`src/rtl/m1_sequencer.sv`:
```
// 8085 opcode-fetch / register MOV sequencer: steps T1..T5 with wait states and HALT, decoding strobes from state and opcode.
// Fetch takes 4 cycles, MOV 5, and each wait state adds 1; ready stalls in TW and there is no other backpressure.
module m1_sequencer (
  input  logic       clk,
  input  logic       rst,
  input  logic       ready,
  input  logic [7:0] data_in,
  output logic [2:0] t_state,
  output logic       ale,
  output logic       rd_n,
  output logic       halt_ack,
  output logic       pc_rw,
  output logic       bc_rw,
  output logic       de_rw,
  output logic       hl_rw,
  output logic       dreg_rd,
  output logic       dreg_wr,
  output logic       dreg_inc,
  output logic       dreg_cnt,
  output logic       rreg_rd,
  output logic       lreg_rd,
  output logic       rreg_wr,
  output logic       lreg_wr,
  output logic       dbus_to_instr_reg,
  output logic       write_dbus_to_alu_tmp,
  output logic       alu_a_to_dbus,
  output logic       sel_alu_a
);

  typedef enum logic [2:0] {
    S_IDLE = 3'd0,
    S_T1   = 3'd1,
    S_T2   = 3'd2,
    S_T3   = 3'd3,
    S_T4   = 3'd4,
    S_T5   = 3'd5,
    S_TW   = 3'd6,
    S_HALT = 3'd7
  } state_e;

  state_e     state_q, state_d;
  logic [7:0] op_q, op_d;

  logic [2:0] ddd;
  logic [2:0] sss;
  logic       is_mov;

  // Register codes B/C, D/E, H/L share a pair; bit 0 picks the byte.
  function automatic logic [2:0] pair_sel(input logic [2:0] code);
    case (code[2:1])
      2'b00:   pair_sel = 3'b100;
      2'b01:   pair_sel = 3'b010;
      2'b10:   pair_sel = 3'b001;
      default: pair_sel = 3'b000;
    endcase
  endfunction

  assign ddd     = op_q[5:3];
  assign sss     = op_q[2:0];
  assign is_mov  = (op_q[7:6] == 2'b01) && (ddd <= 3'd5) && (sss <= 3'd5);
  assign t_state = state_q;

  always_ff @(posedge clk or negedge rst) begin
    if (!rst) begin
      state_q <= S_IDLE;
      op_q    <= 8'h00;
    end else begin
      state_q <= state_d;
      op_q    <= op_d;
    end
  end

  always_comb begin
    state_d               = state_q;
    op_d                  = op_q;
    ale                   = 1'b0;
    rd_n                  = 1'b1;
    halt_ack              = 1'b0;
    pc_rw                 = 1'b0;
    bc_rw                 = 1'b0;
    de_rw                 = 1'b0;
    hl_rw                 = 1'b0;
    dreg_rd               = 1'b0;
    dreg_wr               = 1'b0;
    dreg_inc              = 1'b0;
    dreg_cnt              = 1'b0;
    rreg_rd               = 1'b0;
    lreg_rd               = 1'b0;
    rreg_wr               = 1'b0;
    lreg_wr               = 1'b0;
    dbus_to_instr_reg     = 1'b0;
    write_dbus_to_alu_tmp = 1'b0;
    alu_a_to_dbus         = 1'b0;
    sel_alu_a             = 1'b0;

    case (state_q)
      S_IDLE: state_d = S_T1;
      S_T1: begin
        ale     = 1'b1;
        pc_rw   = 1'b1;
        dreg_rd = 1'b1;
        state_d = S_T2;
      end
      S_T2: begin
        pc_rw    = 1'b1;
        dreg_inc = 1'b1;
        dreg_cnt = 1'b1;
        rd_n     = 1'b0;
        state_d  = ready ? S_T3 : S_TW;
      end
      S_TW: begin
        rd_n    = 1'b0;
        state_d = ready ? S_T3 : S_TW;
      end
      S_T3: begin
        rd_n              = 1'b0;
        dbus_to_instr_reg = 1'b1;
        op_d              = data_in;
        state_d           = S_T4;
      end
      S_T4: begin
        if (is_mov) begin
          {bc_rw, de_rw, hl_rw} = pair_sel(sss);
          rreg_rd               = sss[0];
          lreg_rd               = ~sss[0];
          write_dbus_to_alu_tmp = 1'b1;
          state_d               = S_T5;
        end else if (op_q == 8'h76) begin
          state_d = S_HALT;
        end else begin
          state_d = S_T1;
        end
      end
      S_T5: begin
        {bc_rw, de_rw, hl_rw} = pair_sel(ddd);
        rreg_wr               = ddd[0];
        lreg_wr               = ~ddd[0];
        alu_a_to_dbus         = 1'b1;
        sel_alu_a             = 1'b1;
        state_d               = S_T1;
      end
      S_HALT: halt_ack = 1'b1;
      default: state_d = S_IDLE;
    endcase
  end

endmodule

```
`config.mk`:
```
export PLATFORM = sky130hd
export DESIGN_NAME = m1_sequencer
export DESIGN_NICKNAME = d
export VERILOG_FILES = /design/src/rtl/m1_sequencer.sv
export SDC_FILE = /design/constraint.sdc
export NUM_CORES = 1
export LEC_CHECK = 0
export BUFFER_PORTS_ARGS = -buffer_cell sky130_fd_sc_hd__buf_2
export CORE_MARGIN = 2
export CORE_UTILIZATION = 40
export CTS_CLUSTER_SIZE = 12
export DETAILED_ROUTE_END_ITERATION = 8
export PLACE_DENSITY = 0.74
export RECOVER_POWER = 100
export SLEW_MARGIN = 30
export SYNTH_ARGS = -nofsm -noshare
export SYNTH_HDL_FRONTEND = slang
export SYNTH_SLANG_ARGS = --single-unit
```
`constraint.sdc`:
```
create_clock -name clk -period 4.2 [get_ports clk]
set_clock_uncertainty 0.1 [all_clocks]
set_input_delay 0.21 -clock clk [delete_from_list [all_inputs] [get_ports clk]]
set_output_delay 0.21 -clock clk [all_outputs]
set_load 0.1 [all_outputs]
```
==> metrics.cfg, run 1 <==
[run_status]
status=completed

[setup_path]
crit_fanout=9
regToRegStartpoint=t_state[0]$_DFFE_PN0P_
worst_setup_path_end_kind=primary output
crit_path_start_kind=register
r2r_slack_ps=2270
crit_arrival_ps=2500
reg2reg_to=op_q[6]$_DFFE_PN0P_
critPathKind=reg2out
cp.required_ps=3890
reg2reg_depth=3

[logic_synthesis]
netlist_area_um2=704
syn_inst=67
synth_nets=78
ys_seq_elements=11
syn_area_per_cell_um2=10.5
async_flop_share=1.00
ys_seq_area_frac=0.391
synthFlopType=dfrtp_1
yosysWarnings=0
synth_edf_count=0
synth_cell_type_count=33

[detailed_routing]
num_vias=583
drt_wl_total_mm=1.45
drtPass1Iterations=4
ant_nets=0
via_per_inst=5.11
drc=0
wl_per_cell_um=12.7
drt_iter0_drc=10

[placement]
io_buffers=31
hpwlAfterDp_mm=1.10
globalplace.congestion=0.721
dpl_cell_area_um2=835
placed_cells=109

[clock_network]
clk_pin_slew_ps=70
root_buffer=clkbuf_4
htree_levels=1
postCtsHoldBufs=1
tritoncts=done
clockBufferDepth=2
cts_setup_buffers=0
clk_latency_ps=260
cts.sinks=11
post_cts_resized=0
cts_made_buffers=3

[floorplan]
die_x_um=46.0
io_pins=33
die_area_um2=2110
die_height_um=46.0
initial_core_util=0.417
core-area_um2=1690
row_count=15

[sta]
fin_setup_tns_ps=0
max-slew-margin-rel=0.218
rsz0062_at_grt=no
clock.fmax_mhz=356
holdWs_ps=60.4
tightest_slew_ps=1180
fin_crit_sh=0.669
setup_viol=0
period_needed_ps=2810
drv_slew=0
hold_violations=0

[hold_path]
hold_end=op_q[2]$_DFFE_PN0P_
hold_class=in2reg
worstHoldStart=data_in[2]
whs_path_depth=2

[finish]
stdcell_count=114
final_common_cell=clkbuf_1
fin_area_um2=803
final_cell_mix=clkbuf_1 (23), dfrtp_1 (11), buf_2 (9)
drive_above_1_share=0.196
synthToLayoutAreaGrowth_pct=14.0
diodes=0
layout.nets=109

[global_route]
grt-ovfl-total=0
grt_max_degree=15
antenna_found_initial=0
gr-usage-all-layers=0.148
grt_pass1_vias=514
grt_pass1_wl_mm=2.19

[run]
drv_cap=0

## synth_stat cells (2+ instances only)
cell	n	share of area
buf_4	4	0.043
dfrtp_1	11	0.39
inv_1	2	0.011
mux2_4	7	0.15
nand2_1	3	0.016
nand3_1	2	0.014
nand4_1	2	0.018
nor2_1	6	0.032
nor2b_1	2	0.018
nor3_1	3	0.021
o21ai_0	3	0.021
## per-stage QoR
stage	worst slack (ps)	utilization
2_1_floorplan	296	-
3_3_place_gp	2330	0.494
3_5_place_dp	2280	0.494
4_1_cts	1990	0.516
5_1_grt	1230	0.476
6_report	1390	0.476
## cell type report
cell class,count,area [um2]
multi-input combinational,48,335
timing repair buffer,32,138
fill,188,886
sequential,11,275
clock buffer,4,26.3
tap,17,21.3
inverter,2,7.51
## routing by layer
metal  up-vias  share of wire  routed length (um)  track usage
li1        294              -                   -            -
met1       268           0.47                 685        0.194
met2        21           0.47                 685        0.222
met3         0          0.055                  80       0.0317
met4         0              0                   0       0.0857
met5         -              0                   0            0
## sequential cells by signal (all words and copies together) (netlist names)
register and flops:
op_q 8, t_state 3
## worst max-delay path, cell delays in order, from the launching register on
cell	delay, ps
dfrtp_1	460
nor2b_1	310
and2_0	540
clkbuf_1	920
## worst max path at each step
| stage | from | to | slack [ps] | cells past startpoint |
|---|---|---|---|---|
| global placement | t_state[1]$_DFFE_PN0P_ | lreg_rd | 2330 | 4 |
| global route | t_state[0]$_DFFE_PN0P_ | dbus_to_instr_reg | 1230 | 3 |
| CTS | t_state[1]$_DFFE_PN0P_ | lreg_rd | 1990 | 4 |
| floorplan | t_state[2]$_DFFE_PN0P_ | lreg_rd | 300 | 3 |
| finish | t_state[0]$_DFFE_PN0P_ | dbus_to_instr_reg | 1390 | 3 |
| detailed placement | t_state[1]$_DFFE_PN0P_ | lreg_rd | 2280 | 4 |
## logic make-up (layout without fill, tap and decap cells)
group | Yosys count | count (layout) | synth area share
flip-flops | 11 | 11 | 0.391
buffers and inverters | 8 | 38 | 0.0870
other | 1 | 1 | 0.00532
XOR/XNOR | 1 | 1 | 0.0124
AO/OA/AOI/OAI | 11 | 11 | 0.117
multiplexers | 7 | 7 | 0.149
AND/OR/NAND/NOR | 28 | 28 | 0.238
Power of run 1 is left out: the tool's default activity adds up to more than one toggle a clock period on the data nets, which glitch-free logic cannot reach.
==> run 2: changes to the inputs <==
clock period = 2.8 ns   (was 4.2 ns; I/O delays follow)
==> metrics.cfg, run 2 (synthesis gave the netlist of run 1 again) <==
[run_status]
status=completed

[floorplan]
row_count=15
core-area_um2=1690
initial_core_util=0.417
io_pins=33
die_x_um=46.0
die_height_um=46.0
die_area_um2=2110

[detailed_routing]
num_vias=614
ant_nets=0
drtPass1Iterations=4
drt_iter0_drc=6
drt_wl_total_mm=1.53
drc=0
wl_per_cell_um=12.8
via_per_inst=5.12

[sta]
period_needed_ps=2500
setup_viol=0
rsz0062_at_grt=no
clock.fmax_mhz=401
fin_crit_sh=0.892
fin_ws_ps=303
max-slew-margin-rel=0.225
drv_slew=0
hold_violations=0
fin_setup_tns_ps=0
tightest_slew_ps=1170

[clock_network]
htree_levels=1
post_cts_resized=0
clk_pin_slew_ps=80
clockBufferDepth=2
tritoncts=done
cts.sinks=11
clk_latency_ps=270
root_buffer=clkbuf_4
cts_made_buffers=3

[finish]
synthToLayoutAreaGrowth_pct=32.1
drive_above_1_share=0.330
layout.nets=115
regMostFlops=op_q
final_cell_mix=clkbuf_1 (17), buf_2 (11), dfrtp_1 (11)
largest_reg_flops=8
diodes=0
final_common_cell=clkbuf_1

[setup_path]
crit_fanout=9
cp.required_ps=2560
crit_path_start_kind=register
worstPathCellList=nor2b_1 > and2_4 > clkbuf_1
cpLargestDelayFamily=buffers and inverters
critPathKind=reg2out
critical-path-max-stage-delay_ps=880
worst_setup_path_end_kind=primary output
crit_arrival_ps=2260
crit_slowest_cell=clkbuf_1
worst-path-buf-inv=1

[placement]
pre_cts_ws_ps=865
globalplace.congestion=0.749
io_buffers=31
hpwlAfterDp_mm=1.12

[run]
drv_cap=0

[global_route]
grt_pass1_wl_mm=2.33
gr-usage-all-layers=0.156
grt_pass1_vias=520
grt-ovfl-total=0
grt_max_degree=15
antenna_found_initial=0

[hold_path]
hold_class=in2reg

-- run 2: area by class of cell --
cell class,instances,area [um2]
clock buffer,4,26.3
sequential,11,275
fill,173,758
multi-input combinational,48,395
tap,17,21.3
inverter,2,7.51
timing repair buffer,38,205
-- run 2: through the flow --
| step | cell area, um2 | hold WS, ps | util | cells |
|---|---|---|---|---|
| 2_1_floorplan | 762 | -256 | - | 67 |
| 3_3_place_gp | 885 | -81.6 | 0.524 | 109 |
| 3_5_place_dp | 885 | -75.0 | 0.524 | 109 |
| 4_1_cts | 981 | 3.94 | 0.581 | 120 |
| 5_1_grt | 931 | -0.542 | 0.551 | 120 |
| 6_report | 931 | 3.49 | 0.551 | 120 |
-- run 2: final timing paths --
| check | startpoint | endpoint | slack, ps | cells past startpoint |
|---|---|---|---|---|
| setup / recovery | t_state[0]$_DFFE_PN0P_ | dbus_to_instr_reg | 300 | 3 |
| hold / removal | data_in[4] | op_q[4]$_DFFE_PN0P_ | 3 | 2 |
| setup reg to reg | t_state[1]$_DFFE_PN0P_ | t_state[1]$_DFFE_PN0P_ | 1080 | 3 |
| hold reg to reg | op_q[6]$_DFFE_PN0P_ | op_q[6]$_DFFE_PN0P_ | 410 | 1 |
| max in group asynchronous | rst | op_q[1]$_DFFE_PN0P_ | 1930 | 2 |
| min in group asynchronous | rst | op_q[0]$_DFFE_PN0P_ | 280 | 2 |
-- run 2: routing by layer --
metal | up-vias | track usage | wire length [um]
li1 | 307 | - | -
met1 | 284 | 0.207 | 706
met2 | 23 | 0.247 | 744
met3 | 0 | 0.0159 | 80
met4 | 0 | 0.0857 | 0
met5 | - | 0 | 0
-- run 2: timing repair --
action | 4_1_cts | 5_1_grt
hold buffers | 7 | 0
buffers inserted | 0 | 0
hold endpoints to repair | 17 | 0
Power of run 2 is left out for the same reason.
==> run 3: changes to the inputs <==
RECOVER_POWER = default   (was 100)
==> metrics.cfg, run 3 (synthesis gave the netlist of run 1 again) <==
[clock_network]
clk_pin_slew_ps=80
clk_latency_ps=270
cts_made_buffers=3
post_cts_resized=0
cts.sinks=11
clockBufferDepth=2
htree_levels=1
root_buffer=clkbuf_4
tritoncts=done

[setup_path]
crit_path_start_kind=register
cpLargestDelayFamily=simple AND/OR/NAND/NOR gates
worstPathCellList=nor3b_2 > nand2_2 > nor3_4 > buf_2
critical-path-max-stage-delay_ps=560
cp.required_ps=2560
worst_setup_path_end_kind=primary output
critPathKind=reg2out
crit_arrival_ps=1990
worst-path-buf-inv=1
crit_slowest_cell=dfrtp_1
crit_fanout=14

[global_route]
busiest_layer=met2
antenna_found_initial=0
grt_pass1_wl_mm=2.33
grt_max_degree=15
use_met3=0.0159
met1_usage=0.207
grt-ovfl-total=0
gr-usage-all-layers=0.156
grt_pass1_vias=520
met2_usage=0.247

[placement]
globalplace.congestion=0.749
hpwlAfterDp_mm=1.12
io_buffers=31
pre_cts_ws_ps=865

[sta]
fin_crit_sh=0.795
period_needed_ps=2230
setup_viol=0
clock.fmax_mhz=449
fin_setup_tns_ps=0
hold_violations=0
rsz0062_at_grt=no
fin_ws_ps=575
drv_slew=0

[finish]
diodes=0
regMostFlops=op_q
drive_above_1_share=0.563
num-fill-cells=153
multi_input_area_um2=425
layout.nets=115
final_cell_mix=buf_2 (31), dfrtp_1 (11), mux2_4 (7), dlygate4sd3_1 (7)
largest_reg_flops=8
regArea_um2=275
final_common_cell=buf_2
synthToLayoutAreaGrowth_pct=39.3

[detailed_routing]
ant_nets=0
wl_per_cell_um=12.7
num_vias=608
via_per_inst=5.07
drtPass1Iterations=4
drt_iter0_drc=4
drc=0
drt_wl_total_mm=1.52

[floorplan]
die_height_um=46.0
die_area_um2=2110
die_x_um=46.0
initial_core_util=0.417
io_pins=33
row_count=15
core-area_um2=1690

[run_status]
status=completed

[hold_path]
hold_class=in2reg

[run]
drv_cap=0

==> run 3: layout make-up <==
type                    instances  area share
flip-flops and latches         11       0.281
multi-input cells              48       0.434
clock buffers                   4      0.0268
repair buffers                 38       0.230
inverters                       2     0.00765
well taps                      17      0.0217
==> run 3: what timing repair did <==
action	in CTS	in global routing
hold endpoints to repair	17	0
hold buffers	7	0
setup buffers	0	0
==> run 3: stage by stage <==
| stage | instance area, um2 | util | hold slack (ps) | cells |
|---|---|---|---|---|
| 2_1_floorplan | 762 | - | -256 | 67 |
| 3_3_place_gp | 885 | 0.524 | -81.6 | 109 |
| 3_5_place_dp | 885 | 0.524 | -75.0 | 109 |
| 4_1_cts | 981 | 0.581 | 3.94 | 120 |
| 5_1_grt | 981 | 0.581 | 10.5 | 120 |
| 6_report | 981 | 0.581 | 9.03 | 120 |
==> run 3: worst paths after layout <==
path                                         from                endpoint  slack [ps]  cells after the start
min in group asynchronous                     rst  t_state[0]$_DFFE_PN0P_         170                      2
min reg2reg                   op_q[7]$_DFFE_PN0P_     op_q[7]$_DFFE_PN0P_         430                      1
max                        t_state[1]$_DFFE_PN0P_                 rreg_rd         570                      4
max reg2reg                t_state[0]$_DFFE_PN0P_     op_q[2]$_DFFE_PN0P_        1210                      3
max in group asynchronous                     rst     op_q[1]$_DFFE_PN0P_        2210                      2
min                                    data_in[0]     op_q[0]$_DFFE_PN0P_           9                      3
==> run 3: worst reg2reg max path, cell delays in order (launching register included) <==
cell,delay (ps)
dfrtp_1,490
nor2b_2,280
and2_4,270
mux2_4,320
==> run 3: routing by layer <==
| layer | vias up | part of all wire |
|---|---|---|
| li1 | 308 | - |
| met1 | 278 | 0.47 |
| met2 | 22 | 0.48 |
| met3 | 0 | 0.044 |
| met4 | 0 | 0 |
| met5 | - | 0 |
Power of run 3 is left out for the same reason.
